<file path="src/rtl/vga_face_pkg.sv">
// Shared face encoding and frame geometry for the face streamer and its scheduler.
package vga_face_pkg;

  localparam int unsigned NUM_FACES  = 3;
  localparam int unsigned VGA_WIDTH  = 640;
  localparam int unsigned VGA_HEIGHT = 480;
  localparam int unsigned NumPixels  = VGA_WIDTH * VGA_HEIGHT;

  typedef enum logic [1:0] {
    Wolf  = 2'd0,
    P2    = 2'd1,
    Troll = 2'd2
  } face_t;

  typedef enum logic {
    StShowDefault,
    StShowReq
  } sched_state_t;

  // Code 3 has no ROM behind it, so it falls back to Wolf.
  function automatic face_t sanitize_face(input logic [1:0] f);
    return (f == 2'd3) ? Wolf : face_t'(f);
  endfunction

endpackage

</file>
<file path="src/rtl/face_scheduler_if.sv">
// Request/monitor/select bundle between the requesters, the streamer and face_scheduler.
interface face_scheduler_if #(
  parameter int unsigned CNT_W = 8
);

  logic [2:0]       req;
  logic [1:0]       default_face;
  logic             st_valid;
  logic             st_ready;
  logic             st_endofpacket;
  logic [1:0]       face_select;
  logic             showing_request;
  logic [2:0]       pending;
  logic [CNT_W-1:0] frames_left;
  logic             switch_pulse;

  modport master (
    output req, default_face, st_valid, st_ready, st_endofpacket,
    input  face_select, showing_request, pending, frames_left, switch_pulse
  );

  modport slave (
    input  req, default_face, st_valid, st_ready, st_endofpacket,
    output face_select, showing_request, pending, frames_left, switch_pulse
  );

endinterface

</file>
<file path="src/rtl/face_rr_arbiter.sv">
// Three-way combinational round-robin: the index after i_rr_last has top priority.
module face_rr_arbiter
  import vga_face_pkg::*;
(
  input  logic [2:0] i_pending,
  input  logic [1:0] i_rr_last,
  output logic       o_grant_valid,
  output logic [1:0] o_grant_idx
);

  logic [1:0] w_cand;

  // Walk from lowest to highest priority so the highest-priority hit is written last.
  always_comb begin
    o_grant_valid = 1'b0;
    o_grant_idx   = 2'd0;
    w_cand        = 2'd0;
    for (int k = int'(NUM_FACES) - 1; k >= 0; k--) begin
      w_cand = 2'((int'(i_rr_last) + 1 + k) % int'(NUM_FACES));
      if (i_pending[w_cand]) begin
        o_grant_valid = 1'b1;
        o_grant_idx   = w_cand;
      end
    end
  end

endmodule

</file>
<file path="src/rtl/face_scheduler.sv">
// Frame-synchronous face selector: sticky requests, round-robin grants, minimum hold, default.
module face_scheduler
  import vga_face_pkg::*;
#(
  parameter int unsigned HOLD_FRAMES = 60,
  parameter int unsigned CNT_W       = 8
) (
  input  logic             clk,
  input  logic             reset,
  face_scheduler_if.slave  bus
);

  sched_state_t     r_state, w_state_d;
  face_t            r_face, w_face_d;
  logic [CNT_W-1:0] r_frames_left, w_frames_left_d;
  logic [1:0]       r_rr_last, w_rr_last_d;
  logic [2:0]       r_pending, w_pending_d, w_clr;
  logic             r_switch_pulse;
  logic             w_eof_fire;
  logic             w_grant_valid;
  logic [1:0]       w_grant_idx;

  assign w_eof_fire = bus.st_valid & bus.st_ready & bus.st_endofpacket;

  face_rr_arbiter u_arb (
    .i_pending     (r_pending),
    .i_rr_last     (r_rr_last),
    .o_grant_valid (w_grant_valid),
    .o_grant_idx   (w_grant_idx)
  );

  always_comb begin
    w_state_d       = r_state;
    w_face_d        = r_face;
    w_frames_left_d = r_frames_left;
    w_rr_last_d     = r_rr_last;
    w_clr           = 3'b000;
    if (w_eof_fire) begin
      case (r_state)
        StShowDefault: begin
          if (w_grant_valid) begin
            w_state_d       = StShowReq;
            w_face_d        = face_t'(w_grant_idx);
            w_frames_left_d = CNT_W'(HOLD_FRAMES - 1);
            w_rr_last_d     = w_grant_idx;
            w_clr[w_grant_idx] = 1'b1;
          end else begin
            w_face_d = sanitize_face(bus.default_face);
          end
        end
        StShowReq: begin
          if (r_frames_left != '0) begin
            w_frames_left_d = r_frames_left - 1'b1;
          end else if (w_grant_valid) begin
            w_face_d        = face_t'(w_grant_idx);
            w_frames_left_d = CNT_W'(HOLD_FRAMES - 1);
            w_rr_last_d     = w_grant_idx;
            w_clr[w_grant_idx] = 1'b1;
          end else begin
            w_state_d = StShowDefault;
            w_face_d  = sanitize_face(bus.default_face);
          end
        end
        default: w_state_d = StShowDefault;
      endcase
    end
    // A request landing on the grant cycle must survive the clear.
    w_pending_d = (r_pending & ~w_clr) | bus.req;
  end

  always_ff @(posedge clk) begin
    if (reset) begin
      r_state        <= StShowDefault;
      r_face         <= Wolf;
      r_frames_left  <= '0;
      r_rr_last      <= 2'd2;
      r_pending      <= 3'b000;
      r_switch_pulse <= 1'b0;
    end else begin
      r_state        <= w_state_d;
      r_face         <= w_face_d;
      r_frames_left  <= w_frames_left_d;
      r_rr_last      <= w_rr_last_d;
      r_pending      <= w_pending_d;
      r_switch_pulse <= (w_face_d != r_face);
    end
  end

  assign bus.face_select     = r_face;
  assign bus.showing_request = (r_state == StShowReq);
  assign bus.pending         = r_pending;
  assign bus.frames_left     = r_frames_left;
  assign bus.switch_pulse    = r_switch_pulse;

endmodule

</file>
<file path="src/flat_wrapper.sv">
// flat-port wrapper written by rule: the top's interface ports become plain ports
module face_scheduler_flat import vga_face_pkg::*;
#(
  parameter int unsigned HOLD_FRAMES = 60,
  parameter int unsigned CNT_W       = 8
)
  (clk, reset, bus_req, bus_default_face, bus_st_valid, bus_st_ready, bus_st_endofpacket, bus_face_select, bus_showing_request, bus_pending, bus_frames_left, bus_switch_pulse);
  face_scheduler_if #(.CNT_W(CNT_W)) bus_i ();
  input  logic clk;
  input  logic reset;
  input wire logic [$bits(bus_i.req)-1:0] bus_req;
  input wire logic [$bits(bus_i.default_face)-1:0] bus_default_face;
  input wire logic [$bits(bus_i.st_valid)-1:0] bus_st_valid;
  input wire logic [$bits(bus_i.st_ready)-1:0] bus_st_ready;
  input wire logic [$bits(bus_i.st_endofpacket)-1:0] bus_st_endofpacket;
  output wire logic [$bits(bus_i.face_select)-1:0] bus_face_select;
  output wire logic [$bits(bus_i.showing_request)-1:0] bus_showing_request;
  output wire logic [$bits(bus_i.pending)-1:0] bus_pending;
  output wire logic [$bits(bus_i.frames_left)-1:0] bus_frames_left;
  output wire logic [$bits(bus_i.switch_pulse)-1:0] bus_switch_pulse;
  assign bus_i.req = bus_req;
  assign bus_i.default_face = bus_default_face;
  assign bus_i.st_valid = bus_st_valid;
  assign bus_i.st_ready = bus_st_ready;
  assign bus_i.st_endofpacket = bus_st_endofpacket;
  assign bus_face_select = bus_i.face_select;
  assign bus_showing_request = bus_i.showing_request;
  assign bus_pending = bus_i.pending;
  assign bus_frames_left = bus_i.frames_left;
  assign bus_switch_pulse = bus_i.switch_pulse;
  face_scheduler #(.HOLD_FRAMES(HOLD_FRAMES), .CNT_W(CNT_W)) u_core (.clk(clk), .reset(reset), .bus(bus_i));
endmodule
</file>
<file path="config.mk">
export PLATFORM = sky130hd
export DESIGN_NAME = face_scheduler_flat
export DESIGN_NICKNAME = d
export VERILOG_FILES = /design/src/rtl/vga_face_pkg.sv /design/src/rtl/face_scheduler_if.sv /design/src/rtl/face_rr_arbiter.sv /design/src/rtl/face_scheduler.sv /design/src/flat_wrapper.sv
export SDC_FILE = /design/constraint.sdc
export NUM_CORES = 1
export LEC_CHECK = 0
export CELL_PAD_IN_SITES_DETAIL_PLACEMENT = 1
export CELL_PAD_IN_SITES_GLOBAL_PLACEMENT = 2
export CORE_ASPECT_RATIO = 1.75
export CORE_MARGIN = 2
export CORE_UTILIZATION = 28
export DETAILED_ROUTE_END_ITERATION = 16
export PLACE_DENSITY_LB_ADDON = 0.1
export SLEW_MARGIN = 40
export SYNTH_ARGS = -nofsm -noshare
export SYNTH_HDL_FRONTEND = slang
export SYNTH_SLANG_ARGS = --single-unit
</file>
<file path="constraint.sdc">
create_clock -name clk -period 2.8 [get_ports clk]
set_input_delay 0.84 -clock clk [delete_from_list [all_inputs] [get_ports clk]]
set_output_delay 0.84 -clock clk [all_outputs]
set_load 0.02 [all_outputs]
</file>
# Word level (Yosys, flattened, before mapping)
# Index checks and enable logic that the tools add are counted.
# word_totals
register_bits,17
input_bits,10
# op_classes
addsub,4
div,3
n_lt_le_gt_ge,5
eq_ne,3
muxes,32
n_bitwise,6
reduce_logical,3
# op_table
operator,count
$mod 32x3->32 const B,3
$add 32x2->32 const B,1
$add 32x3->32 const B,1
$mux 2,9
$mux 8,2
$pmux 8 s2,1
$lt 2x3->1 const B,4
$mux 1,9
$mux 3,3
$pmux 2 s2,2
$reduce_bool 8->1,1
$sub 8x1->8 const B,1
$bmux 1 s2,3
$pmux 3 s2,1
$add 2x1->3 const B,1
$and 3x3->3,1
$not 3->3,1
$or 3x3->3,1
$and 1x1->1,2
$demux 1 s2,1
$eq 2x2->1 const B,1
$ge 2x1->1 const B,1
$ne 2x2->1,1
$ne 2x2->1 const B,1
4 further kinds,4

# Depth between registers and ports, before layout
# Gate-level depths: netlist of the first run.
# depth
depth_word,19
mapped_depth,9
mapped_depth_nobuf,8

# Modules after synthesis
# A second synthesis of the first run with hierarchy kept.
# hier_totals
cells_unflattened,144
hier_area_um2,1163.6
# modules_own_cells
mod,instances,cells_each,area_each_um2,seq_area_each_um2
face_scheduler,1,108,918.4,340.3
face_rr_arbiter,1,36,245.2,0.0

# Worst setup path after synthesis of the first run
# No wires, ideal clock.
# synth_path
kind,reg-to-reg
startpoint,register u_core.r_frames_left[0] (netlist: u_core.bus.frames_left[0])
endpoint,register u_core.r_pending[0] (netlist: u_core.bus.pending[0])
arrival_ns,2.029
required_ns,2.668
slack_ns,0.639
path_stages_with_launch,9
n_path_buf,0
period_less_slack_ns,2.161
path_cell_list,dfxtp_1 -> inv_1 -> ha_1 -> or4b_4 -> o41a_4 -> nor2_8 -> nand2_2 -> nor4_1 -> nor3_1
# synth_between
elab_chain_len,7
# synth_lines
item,line_no,source
start: declaration,face_scheduler.sv:15,"logic [CNT_W-1:0] r_frames_left, w_frames_left_d;"
start signal: assignment,face_scheduler.sv:82,r_frames_left <= w_frames_left_d;
$reduce_bool 8->1,face_scheduler.sv:52,if (r_frames_left != '0) begin
$mux 3,face_scheduler.sv:52,
$pmux 3 s2,face_scheduler.sv:39,case (r_state)
$mux 3,face_scheduler.sv:38,if (w_eof_fire) begin
$not 3->3,face_scheduler.sv:68,w_pending_d = (r_pending & ~w_clr) | bus.req;
$and 3x3->3,face_scheduler.sv:68,
$or 3x3->3,face_scheduler.sv:68,
end signal: assignment,face_scheduler.sv:84,r_pending <= w_pending_d;
end: declaration,face_scheduler.sv:17,"logic [2:0] r_pending, w_pending_d, w_clr;"
# Every way passes these cells.
# A chain may end at the register's enable or synchronous reset.

# Final worst setup path of the first run
# layout_path
startpoint,register u_core.r_rr_last[0]
endpoint,register u_core.r_switch_pulse (netlist: u_core.bus.switch_pulse)
# layout_between
elab_chain_len,13
elab_cells_between_ends,23
# layout_lines
item,line_no,source
start: declaration,face_scheduler.sv:16,"logic [1:0] r_rr_last, w_rr_last_d;"
start signal: assignment,face_scheduler.sv:83,r_rr_last <= w_rr_last_d;
$add 2x1->3 *,face_rr_arbiter.sv:19,w_cand = 2'((int'(i_rr_last) + 1 + k) % int'(NUM_FACES));
$add 32x3->32,face_rr_arbiter.sv:19,
$mod 32x3->32,face_rr_arbiter.sv:19,
$bmux 1 s2,face_rr_arbiter.sv:20,if (i_pending[w_cand]) begin
$mux 1 (implied by the code),face_rr_arbiter.sv:20,
$mux 2 / $mux 1 (equally long branches) (3 in a row),face_rr_arbiter.sv:20,
$mux 2 *,"face_scheduler.sv:41, face_scheduler.sv:54",
$mux 2,face_scheduler.sv:52,
$pmux 2 s2 *,face_scheduler.sv:39,
$mux 2 *,face_scheduler.sv:38,
$ne 2x2->1 *,face_scheduler.sv:85,r_switch_pulse <= (w_face_d != r_face);
end signal: assignment,face_scheduler.sv:85,
end: declaration,face_scheduler.sv:18,logic r_switch_pulse;
# Every way passes the cells marked *; elsewhere a longest branch is shown, timed or not. The select of a mux whose other input is x is not followed.

==> results of run 1 <==
flip-flops by register name (all words and copies together) (netlist names):
signal and flops:
u_core.bus.face_select 2, u_core.bus.frames_left 8, u_core.bus.pending 3, u_core.bus.switch_pulse 1, u_core.r_rr_last 2, u_core.bus.showing_request 1
cells in the mapped netlist (2+ instances only):
cell type	n	area, µm²
nor3b_1	2	15.01
and3_1	3	18.77
a211oi_1	2	15.01
o21ai_0	6	30.03
o21ai_1	3	15.01
nor3_1	5	25.02
nor2_1	10	37.54
nand2_1	10	37.54
a21oi_1	9	45.04
ha_1	5	62.56
mux2i_1	4	40.04
inv_1	11	41.29
xnor2_1	3	26.28
dfxtp_1	17	340.3
nand2b_1	2	12.51
a221oi_1	3	26.28
nand3_1	4	20.02
nor2b_1	4	25.02
metal layers:
metal / vias to the layer above / routed length [µm]
met4: 0 / 31
met3: 2 / 77
met2: 14 / 1793
met1: 497 / 1089
met5: - / 0
li1: 501 / -
cell families (layout without fill, tap and decap cells):
kind of cell / after synthesis / in the layout / share of synthesized area
xor+xnor: 3 / 3 / 0.02549
simple gates: 50 / 50 / 0.2731
buf+inv: 14 / 39 / 0.05217
mux: 4 / 4 / 0.03884
flops: 17 / 17 / 0.3301
fa+ha+maj: 5 / 5 / 0.06068
compound gates: 33 / 33 / 0.2197
cell usage in the layout (no fill, tap or decap), drive strengths merged:
cell type | netlist | final
nor2 | 11 | 11
nand3b | 1 | 1
a211oi | 2 | 2
a311oi | 1 | 1
nor3b | 2 | 2
o41ai | 1 | 1
nor2b | 4 | 4
mux2i | 4 | 4
clkbuf | 1 | 4
o221ai | 1 | 1
a21o | 1 | 1
dfxtp | 17 | 17
a21oi | 9 | 9
nand3 | 4 | 4
o21bai | 1 | 1
nand2 | 11 | 11
nor3 | 5 | 5
o31ai | 1 | 1
nand2b | 2 | 2
nand4b | 1 | 1
ha | 5 | 5
clkdlybuf4s50 | 0 | 24
xnor2 | 3 | 3
o22a | 1 | 1
and2 | 1 | 1
or4b | 1 | 1
and3 | 3 | 3
or2 | 1 | 1
o41a | 1 | 1
or3 | 1 | 1
nand4 | 1 | 1
o211a | 1 | 1
a221oi | 3 | 3
nor4 | 1 | 1
o22ai | 1 | 1
inv | 11 | 11
o21ai | 9 | 9
cell type report:
| type | instances | area, µm² |
|---|---|---|
| clock buffer | 4 | 45.04 |
| fill | 433 | 2231 |
| inverter | 11 | 41.29 |
| multi-input combinational | 95 | 636.9 |
| sequential | 17 | 340.3 |
| tap | 46 | 57.56 |
| timing repair buffer | 24 | 240.2 |
through the flow:
step | hold WS [ns] | std cells | instance area (µm²)
floorplan | 0.4908 | 126 | 1031
global placement | 0.4746 | 193 | 1316
detailed placement | 0.5002 | 193 | 1316
CTS | 0.5143 | 197 | 1361
global route | 0.5469 | 197 | 1361
finish | 0.5122 | 197 | 1361
final timing paths:
kind | endpoint | slack [ns] | cells past startpoint
worst max register to register | u_core.bus.switch_pulse | 0.38 | 8
worst min-delay path | u_core.bus.face_select[1] | 0.51 | 2
worst max-delay path | u_core.bus.switch_pulse | 0.38 | 8
worst min register to register | u_core.bus.face_select[1] | 0.51 | 2
report_power, final:
group	leakage (nW)	switching (mW)	internal, mW	total [mW]
Clock	0.0228	0.0836	0.101	0.185
Sequential	0.139	0.0154	0.253	0.269
Combinational	0.338	0.0822	0.0732	0.155
critical path, delay by kind of cell (launching register included):
kind / cells / cell delay [ns]
mux: 1 / 0.23
flops: 1 / 0.37
buf+inv: 1 / 0.09
xor+xnor: 1 / 0.12
fa+ha+maj: 1 / 0.47
simple gates: 1 / 0.27
compound gates: 3 / 0.79
==> impl_metrics.toml, run 1 <==
[setup_path]
cp-start-kind = "register"
r2r_start = "u_core.r_rr_last[0]"
cp_cell_sequence = "inv_1 -> ha_1 -> mux2i_1 -> o22a_1 -> nand4_1 -> o221ai_1 -> xnor2_1 -> a211oi_1"
crit_start = "u_core.r_rr_last[0]"
max_stage_delay_ns = 0.47
cp_data_arrival_time_ns = 2.59
critPathRequiredTime_ns = 2.96
cp_max_fo = 10
criticalPathCategory = "reg -> reg"
crit_path_end_kind = "register"
crit_path_top_delay_cell = "ha_1"

[yosys]
synthCells = 126
ys.flop_type = "dfxtp_1"
ys.warnings.count = 0
synth_area_um2 = 1031
yosysUniqueCellTypes = 41
syn_nets = 141
ys_seq_area_frac = 0.3301
ys_ff_latch = 17
avgSynthCellArea_um2 = 8.182
async_reset_ff_frac = 0
synth-edff-count = 0

[timing]
hold_viol_final = 0
setup_viol = 0
final.setup.tns_ns = 0
slew_violations = 0
period_needed_ns = 2.425
max-slew-margin-rel = 0.5377
worstMarginPinSlew_ns = 0.6913
setup_slack_ns = 0.3752
fin_crit_sh = 0.8660
rsz0062_at_grt = "no"
timing.fmax_mhz = 412.4
skew_ns = 0.001143

[global_route]
grtUsageMet3 = 0.01957
grt_pass1_wl_mm = 4.802
gr-total-overflow = 0
met1_usage = 0.1400
grt_usage = 0.1503
grt_pass1_vias = 999
gr-max-usage-layer = "met2"
antenna_found_initial = 0
use_met2 = 0.3042
grt_max_degree = 19

[floorplanning]
rows = 29
io_pins = 25
die-area_um2 = 4203
coreArea_um2 = 3592
chipWidth_um = 49.87
start_util = 0.2870
fp.dieH_um = 84.28

[drt]
vias_per_cell = 5.147
drc_errors = 0
vias = 1014
wl_per_cell_um = 15.19
final_antenna_net_count = 0
firstDrtPassIters = 3
finalWirelength_mm = 2.992
drtIter0Drc = 14

[cts]
cts-root-buf = "clkbuf_8"
ctsHoldBuffers = 0
numCtsBuffers = 3
cts_tree = "yes"
clockBufferDepth = 2
clkLatencyLatePin_ns = 0.25
cts_resized = 0
post_cts_buffers = 0
clk_pin_slew_ns = 0.07
clkSinkCount = 17
cts_max_level = 1

[placement]
routabilityCongestion = 0.7281
hpwl_mm = 2.450
io_buffers = 24
pre_cts_slack_ns = 0.1472

[hold_path]
min-delay-start = "u_core.bus.face_select[1]"
hp-class = "reg -> reg"

[layout]
layout-drive-gt1-share = 0.05960
diodes = 0
fin_nets = 167
area_growth_pct = 32.04
fin_util = 0.3790

[pwr]
total_power_uw = 608.8
irDropWorstVdd_mv = 0.1958
powerDensity_nw_per_um2 = 447.2
p_leak_nw = 0.4992

[run_status]
status = "complete, no violations"

[flow_run]
max_cap_viol_count = 0
Power figures use the tool's default switching activity.
==> run 2, diff against run 1 <==
--- a/config.mk
+++ b/config.mk
@@ -12,6 +12,7 @@
 export CORE_UTILIZATION = 28
 export DETAILED_ROUTE_END_ITERATION = 16
 export PLACE_DENSITY_LB_ADDON = 0.1
+export SETUP_SLACK_MARGIN = 0.1
 export SLEW_MARGIN = 40
 export SYNTH_ARGS = -nofsm -noshare
 export SYNTH_HDL_FRONTEND = slang
==> results of run 2 <==
No change in the layout: final DEF, timing and power equal those of run 1.
